===== config.mk =====
export PLATFORM = sky130hd
export DESIGN_NAME = rec_play_ctrl
export DESIGN_NICKNAME = d
export VERILOG_FILES = /design/src/rtl/rec_play_ctrl_pkg.sv /design/src/rtl/rec_play_ctrl_key_press_det.sv /design/src/rtl/rec_play_ctrl.sv
export SDC_FILE = /design/constraint.sdc
export NUM_CORES = 1
export LEC_CHECK = 0
export BUFFER_PORTS_ARGS = -buffer_cell sky130_fd_sc_hd__buf_2
export CAP_MARGIN = 20
export CELL_PAD_IN_SITES_DETAIL_PLACEMENT = 2
export CELL_PAD_IN_SITES_GLOBAL_PLACEMENT = 2
export CORE_UTILIZATION = 29
export CTS_CLUSTER_DIAMETER = 50
export CTS_CLUSTER_SIZE = 14
export DETAILED_ROUTE_END_ITERATION = 10
export PLACE_DENSITY = 0.88
export SLEW_MARGIN = 30
export SYNTH_ARGS = -nofsm -noshare
export SYNTH_HDL_FRONTEND = slang
export SYNTH_SLANG_ARGS = --single-unit

===== constraint.sdc =====
create_clock -name i_clk -period 2.19 [get_ports i_clk]
set_input_delay 0.1095 -clock i_clk [delete_from_list [all_inputs] [get_ports i_clk]]
set_output_delay 0.1095 -clock i_clk [all_outputs]
set_load 0.05 [all_outputs]

===== src/rtl/rec_play_ctrl_pkg.sv =====
// Shared definitions for the record/playback controller: state codes,
// default key scan codes and the SRAM address width.
package rec_play_ctrl_pkg;

  localparam int ADDR_W = 20;

  localparam logic [7:0]        KEY_REC_DEF  = 8'h22;
  localparam logic [7:0]        KEY_PLAY_DEF = 8'h21;
  localparam logic [7:0]        KEY_STOP_DEF = 8'h1A;
  localparam logic [ADDR_W-1:0] ADDR_MAX_DEF = 20'hFFFFF;

  // Codes are visible on o_state and consumed by the screen module.
  typedef enum logic [2:0] {
    ST_IDLE       = 3'd1,
    ST_RECD       = 3'd2,
    ST_RECD_PAUSE = 3'd3,
    ST_PLAY       = 3'd4,
    ST_PLAY_PAUSE = 3'd5
  } state_e;

endpackage


===== src/rtl/rec_play_ctrl_key_press_det.sv =====
// Single-key press detector: fires only on the first cycle a key code
// appears, so a held key yields exactly one press.
module key_press_det #(
  parameter logic [7:0] KEY = 8'h00
) (
  input  logic [7:0] key_code,
  input  logic [7:0] prev_code,
  output logic       press
);

  assign press = (key_code == KEY) && (prev_code != KEY);

endmodule


===== src/rtl/rec_play_ctrl.sv =====
// Record/playback controller: turns keyboard presses and address progress
// into recorder/player controls and steers the SRAM address and write enable.
module rec_play_ctrl
  import rec_play_ctrl_pkg::*;
#(
  parameter logic [7:0]        KEY_REC  = KEY_REC_DEF,
  parameter logic [7:0]        KEY_PLAY = KEY_PLAY_DEF,
  parameter logic [7:0]        KEY_STOP = KEY_STOP_DEF,
  parameter logic [ADDR_W-1:0] ADDR_MAX = ADDR_MAX_DEF
) (
  input  logic              i_clk,
  input  logic              i_rst_n,
  input  logic [7:0]        i_key_code,
  input  logic [ADDR_W-1:0] i_addr_record,
  input  logic [ADDR_W-1:0] i_addr_play,
  output logic [2:0]        o_state,
  output logic              o_rec_start,
  output logic              o_rec_pause,
  output logic              o_rec_stop,
  output logic              o_play_start,
  output logic              o_play_pause,
  output logic              o_play_stop,
  output logic [ADDR_W-1:0] o_end_addr,
  output logic              o_has_rec,
  output logic [ADDR_W-1:0] o_sram_addr,
  output logic              o_sram_we_n
);

  state_e     state;
  logic [7:0] prev_key;
  logic       rec_press;
  logic       play_press;
  logic       stop_press;

  // Reset value 00 makes a key held through reset count as a fresh press.
  // NOTE: sequential state uses non-blocking assignments so every register
  // samples pre-edge values and simulation matches the synthesized flops.
  always_ff @(posedge i_clk or negedge i_rst_n) begin
    if (!i_rst_n) prev_key <= 8'h00;
    else          prev_key <= i_key_code;
  end

  key_press_det #(.KEY(KEY_REC)) u_det_rec (
    .key_code  (i_key_code),
    .prev_code (prev_key),
    .press     (rec_press)
  );

  key_press_det #(.KEY(KEY_PLAY)) u_det_play (
    .key_code  (i_key_code),
    .prev_code (prev_key),
    .press     (play_press)
  );

  key_press_det #(.KEY(KEY_STOP)) u_det_stop (
    .key_code  (i_key_code),
    .prev_code (prev_key),
    .press     (stop_press)
  );

  // Each if/else chain encodes the priority toggle key > stop > address limit.
  always_ff @(posedge i_clk or negedge i_rst_n) begin
    if (!i_rst_n) begin
      state       <= ST_IDLE;
      o_end_addr  <= '0;
      o_has_rec   <= 1'b0;
      o_rec_start <= 1'b0;
    end else begin
      o_rec_start <= 1'b0;
      case (state)
        ST_IDLE: begin
          if (rec_press) begin
            state       <= ST_RECD;
            o_rec_start <= 1'b1;
          end else if (play_press && o_has_rec) begin
            state <= ST_PLAY;
          end
        end
        ST_RECD: begin
          if (rec_press) begin
            state <= ST_RECD_PAUSE;
          end else if (stop_press || (i_addr_record >= ADDR_MAX)) begin
            state      <= ST_IDLE;
            o_end_addr <= i_addr_record;
            o_has_rec  <= (i_addr_record != '0);
          end
        end
        ST_RECD_PAUSE: begin
          if (rec_press) begin
            state       <= ST_RECD;
            o_rec_start <= 1'b1;
          end else if (stop_press) begin
            state      <= ST_IDLE;
            o_end_addr <= i_addr_record;
            o_has_rec  <= (i_addr_record != '0);
          end
        end
        ST_PLAY: begin
          if (play_press)                                    state <= ST_PLAY_PAUSE;
          else if (stop_press || (i_addr_play >= o_end_addr)) state <= ST_IDLE;
        end
        ST_PLAY_PAUSE: begin
          if (play_press)      state <= ST_PLAY;
          else if (stop_press) state <= ST_IDLE;
        end
        default: state <= ST_IDLE;
      endcase
    end
  end

  assign o_state      = state;
  assign o_rec_pause  = (state == ST_RECD_PAUSE);
  assign o_play_start = (state == ST_PLAY);
  assign o_play_pause = (state == ST_PLAY_PAUSE);
  assign o_rec_stop   = (state == ST_IDLE);
  assign o_play_stop  = (state == ST_IDLE);

  assign o_sram_addr  = (state == ST_RECD) ? i_addr_record : i_addr_play;
  assign o_sram_we_n  = (state != ST_RECD);

endmodule


-- Word-level counts from Yosys, hierarchy flattened
Index checks and enable logic that the tools add are counted.
- register bits: 33
- input port bits: 50
- output and inout port bits: 51
- logic and storage cells: 60
- $lt $le $gt $ge: 2
- eq/ne operators: 19
- mux-type cells: 23
- reductions and logical operators: 11
- operators with widths (operator ; count):
    $mux W20 ; 5
    $pmux W20 S2 ; 1
    $mux W3 ; 9
    $ge A20 B20 Y1 ; 1
    $ge A20 B20 Y1 const B ; 1
    $reduce_bool A20 Y1 ; 1
    $eq A8 B6 Y1 const B ; 2
    $ne A8 B6 Y1 const B ; 2
    $pmux W3 S5 ; 1
    $eq A8 B5 Y1 const B ; 1
    $ne A8 B5 Y1 const B ; 1
    $eq A3 B2 Y1 const B ; 2
    $eq A3 B3 Y1 const B ; 2
    $mux W1 ; 6
    $ne A2 B2 Y1 const B ; 3
    $ne A3 B1 Y1 const B ; 2
    $reduce_and A5 Y1 ; 1
    $logic_and A1 B1 Y1 ; 4
    $eq A3 B1 Y1 const B ; 1
    $ne A3 B2 Y1 const B ; 1
    $ne A3 B3 Y1 const B ; 1
    $reduce_and A3 Y1 ; 1
    $logic_or A1 B1 Y1 ; 2
    $ne A2 B1 Y1 const B ; 1
    other kinds (3) ; 3

-- Depth between registers and ports, before layout
- depth in word-level cells: 6
- mapped depth: 8

-- Modules after synthesis
A second synthesis with hierarchy kept.
- cells, all modules: 214
- area total of the unflattened synthesis: 2270.9 um^2
- modules (own cells, without submodules) (module ; instances ; cells each ; area an instance (um^2) ; sequential area each (um^2)):
    rec_play_ctrl ; 1 ; 199 ; 2133.3 ; 827.0
    key_press_det (u_det_play ...) ; 2 ; 5 ; 45.0 ; 0.0
    key_press_det (u_det_stop) ; 1 ; 5 ; 47.5 ; 0.0

-- Least setup slack after synthesis
Ideal clock, no wire load.
- path kind: reg-to-reg
- from: register state[0] (netlist: o_state[0])
- to: register state[0] (netlist: o_state[0])
- setup time: 0.082 ns
- arrival: 2.383 ns
- slack: -0.275 ns
- cell stages (with the launch flop): 7
- period minus slack after synthesis: 2.465 ns
- cell sequence: dfstp_2 buf_2 nand2_1 nor2_1 a32o_1 a32oi_1 mux2_2
- cells in the longest elaborated chain, start to end: 3
- elaborated cells on any way between the ends: 13
- ends and longest elaborated chain (element ; RTL line ; source):
    start: declaration ; rec_play_ctrl.sv:29 ; state_e state;
    start signal: assignment ; rec_play_ctrl.sv:64 ; state <= ST_IDLE;
    start signal: assignment ; rec_play_ctrl.sv:73 ; state <= ST_RECD;
    start signal: assignment ; rec_play_ctrl.sv:76 ; state <= ST_PLAY;
    $eq A3 B1 Y1 (*) ; n/a ;
    named net o_play_stop ; rec_play_ctrl.sv:22 ; output logic o_play_stop,
    $ne A3 B1 Y1 (no line) ; n/a ;
    $reduce_and A3 Y1 (no line) ; n/a ;
Mark *: on every way through the listed nets, which the timed path passes. The rest lies on a longest branch.
A chain may end at the register's enable or synchronous reset.

-- Worst setup path after layout
- from: input i_key_code[3]
- to: register o_end_addr[0]
- cells in the longest elaborated chain, start to end: 5
- elaborated cells on any way between the ends: 10
- ends and longest elaborated chain (element ; RTL line ; source):
    start: declaration ; rec_play_ctrl.sv:13 ; input logic [7:0] i_key_code,
    $eq A8 B5 Y1 ; rec_play_ctrl_key_press_det.sv:11 ; assign press = (key_code == KEY) && (prev_code != KEY);
    $logic_and A1 B1 Y1 ; rec_play_ctrl_key_press_det.sv:11 ;
    $logic_or A1 B1 Y1 ; rec_play_ctrl.sv:82 ; end else if (stop_press || (i_addr_record >= ADDR_MAX)) begin
    $ne A2 B2 Y1 (no line) ; n/a ;
    $reduce_and A5 Y1 (no line) (*) ; n/a ;
    end signal: assignment ; rec_play_ctrl.sv:84 ; o_end_addr <= i_addr_record;
    end signal: assignment ; rec_play_ctrl.sv:94 ; o_end_addr <= i_addr_record;
    end: declaration ; rec_play_ctrl.sv:23 ; output logic [ADDR_W-1:0] o_end_addr,
Mark *: on every way between the ends. The rest lies on a longest branch, timed or not.

==> qor.csv <==
metric,value,unit
Wirelength per Cell,18.0,um
post-synthesis mux area share,0.229,
Pint,1.56,mW
CP endpoint kind,flop,
Min-Delay Path Class,in -> reg,
I/O pin count,101,
Area contributors post-synth,"dfrtp_1 (33%), mux2_4 (13%), ha_1 (11%)",
largest area contributor in the netlist,dfrtp_1,
clock network fraction of design power,0.162,
synthesized flop and latch total,33,
total congestion overflow,0,
worst stage delay on the critical path,0.55,ns
Antenna Diode Count,0,
dpl cells,410,
Vias,2132,
PnR Total Power,3.06,mW
initial antenna violation count,0,
Critical Path AT,2.33,ns
P_leak,1.60,nW
Final Skew,0.0128,ns
MaxCap Viol Count,0,
period utilisation layout,0.979,
Post-Synth Adder-Cell Area,0.110,
mapped cell area,0.00240,mm2
core area,0.00785,mm2
Slew headroom,0.472,
final setup margin,0.0452,ns
IO buf count,100,
CTS tree,yes,
nets@finish,396,
clock-pin slew on the worst setup and hold paths,0.08,ns
unrepaired setup endpoints after global routing,false,
maximum clock path buffer count,2,
Crit Path Category,in -> reg,
DR DRC count,0,
row cnt,32,
"Clk Latency, worst-skew pair",0.29,ns
full die area,0.00863,mm2
Max VDD drop,0.326,mV
CP max-delay cell,dlygate4sd3_1,
Simple-Gate Fraction of Synth Area,0.150,
sequential area share after synthesis,0.345,
FF-to-FF path depth,8,
Initial Utilization,0.305,
pwr/cell area,953,mW/mm2
CP startpoint,i_key_code[3],
Final ANT Viol Nets,0,
Layout fillers,890,
Sw Share,0.492,
CTS buffer count,5,
final HPWL from detailed placement,6220,um
Finished Layout Cells,428,
largest family of logic cells by synthesized area,multiplexers,
Levels on crit path,9,
Area growth syn-to-layout,34.0,%
largest net degree at the start of global routing,34,
Root Buffer Master,clkbuf_8,
gpl congestion,0.807,
Max Fclk,466,MHz
final wirelength,7690,um
Total Negative Setup Slacks,0,ns
CP cell instances,dlygate4sd3_1 > buf_2 > nor2_1 > and3_1 > nand3_4 > a21boi_4 > o211ai_4 > buf_12 > mux2_2,
Hold Startpoint,i_addr_record[11],
Post-Synth XOR/XNOR Area,0,
Final min period,2.14,ns
Critical R2R Launch,o_end_addr[9],
cell family with most CP delay,buffers and inverters,
dpl ws,0.119,ns
drt pass-1 iters,4,
required time worst endpoint,2.38,ns
combinational power share,0.535,
worst slew pin tran,0.792,ns
Hold Path Stages,2,
Synth Area in Compound Gates,0.0992,
CTS H-tree lvls,2,
Buf/Inv on CP,3,
area share of the largest cell type after synthesis,0.334,
first-pass GRT wire length,12500,um
status,finished clean,
Worst setup SP type,primary input,
Avg Vias per Cell,4.98,
final setup vio count,0,
starting DRC count in detailed routing,37,
Fin. Hold Viols,0,
crit-path max FO,21,
share of power burned in registers,0.302,
synth unique cells,47,
vias in the first global route,2509,
clk sink count,33,
total track usage,0.191,
Sw Pwr,1.50,mW
Syn Inst Count,212,
Post-Syn Nets,283,
Pins Over Slew Limit,0,
proportion of layout cells with a drive suffix above 1,0.521,
Chip Width,92.9,um
Yosys warnings,0,
Syn Area/Cell,11.3,um2
Die Y,92.9,um
==> stage by stage <==
step | util | hold WS [ns] | area, um2
floorplan | - | -0.186 | 2400
CTS | 0.407 | 0.0760 | 3190
finish | 0.409 | 0.0826 | 3210
global placement | 0.382 | 0.227 | 3000
global route | 0.409 | 0.0808 | 3210
detailed placement | 0.382 | 0.243 | 3000
==> layout by cell type (no fill, tap or decap), types with 2 or more instances in the layout <==
cell type        n
nor2_2           2
dlygate4sd3_1    9
mux2_2          22
mux2_4          20
nor3_1           2
nand2b_1         2
dfrtp_1         31
nor4b_4          2
nand2_1          8
buf_2          100
inv_1           23
nand3_1          4
and4b_1          2
o21ai_0          2
clkbuf_8         6
ha_1            21
and3_1           3
a32oi_1          2
buf_4            2
nor2_1           7
a21oi_1          7
a21o_1           2
o21ai_1          4
nand4_1          8
nor4_1           5
==> kinds of logic (layout without fill, tap and decap cells) <==
family	count (synthesis)	after routing
AOI/OAI and AO/OA	31	31
adders and majority gates	21	21
buffers and inverters	31	145
DFF	33	33
muxes	42	42
and+or+nand+nor	54	54
==> state kept, by name, summed over array words and instances, names as in the netlist <==
register	cells
o_end_addr	20
o_state	3
o_rec_start	1
o_has_rec	1
prev_key	8
==> routing by layer <==
layer / track usage / part of all wire
met5: 0 / 0
met4: 0.0667 / 0.015
met3: 0.0394 / 0.050
met2: 0.358 / 0.52
met1: 0.211 / 0.41
==> cell type report <==
cell class,count,area [um2],area share
Clock inverter,2,13.8,0.00429
Tap cell,102,128,0.0398
Inverter,24,90.1,0.0281
Timing Repair Buffer,113,641,0.200
Clock buffer,6,82.6,0.0257
Multi-Input combinational cell,148,1430,0.445
Sequential cell,33,828,0.258
==> power groups by stage <==
stage | Sequential, mW | Combinational (mW) | Clock (mW)
after global placement | 0.910 | 1.57 | 0
after CTS | 0.926 | 1.65 | 0.514
after floorplan | 1.33 | 0.787 | 0
final | 0.926 | 1.64 | 0.497
after detailed placement | 0.932 | 1.63 | 0
after global routing | 0.952 | 1.76 | 0.538
==> Yosys cell counts (all sizes together) <==
library cell / count
a211oi: 1
nand4: 8
o32ai: 1
nand3: 6
o211ai: 1
o2111ai: 1
and3: 3
a21oi: 7
nor2: 10
a41o: 1
mux2: 42
o31a: 1
a32oi: 2
inv: 24
dfstp: 1
nand3b: 1
a21boi: 1
o21ai: 6
and4: 1
o22ai: 1
a21o: 2
nor2b: 1
a221o: 1
nand2b: 2
and4b: 2
nand2: 9
o21bai: 1
nor4b: 3
nor4: 5
a2111oi: 1
buf: 7
o21a: 1
a32o: 1
a31oi: 1
nor3: 3
ha: 21
dfrtp: 32
==> final timing paths <==
| kind | slack, ns | endpoint |
|---|---|---|
| max | 0.05 | o_end_addr[0] |
| min | 0.08 | o_end_addr[11] |
| max reg2reg | 0.12 | o_state[0] |
| min reg2reg | 0.54 | o_end_addr[14] |
| max in group asynchronous | 1.21 | o_state[2] |
| min in group asynchronous | 0.43 | o_end_addr[1] |
==> repair_timing <==
item,CTS,global route
pin swaps,0,2
hold buffers,9,0
endpoints found under the setup margin,16,18
resized for setup,2,5
endpoints found under the hold margin,40,0
buffers inserted,0,1
Power figures use the tool's default switching activity.
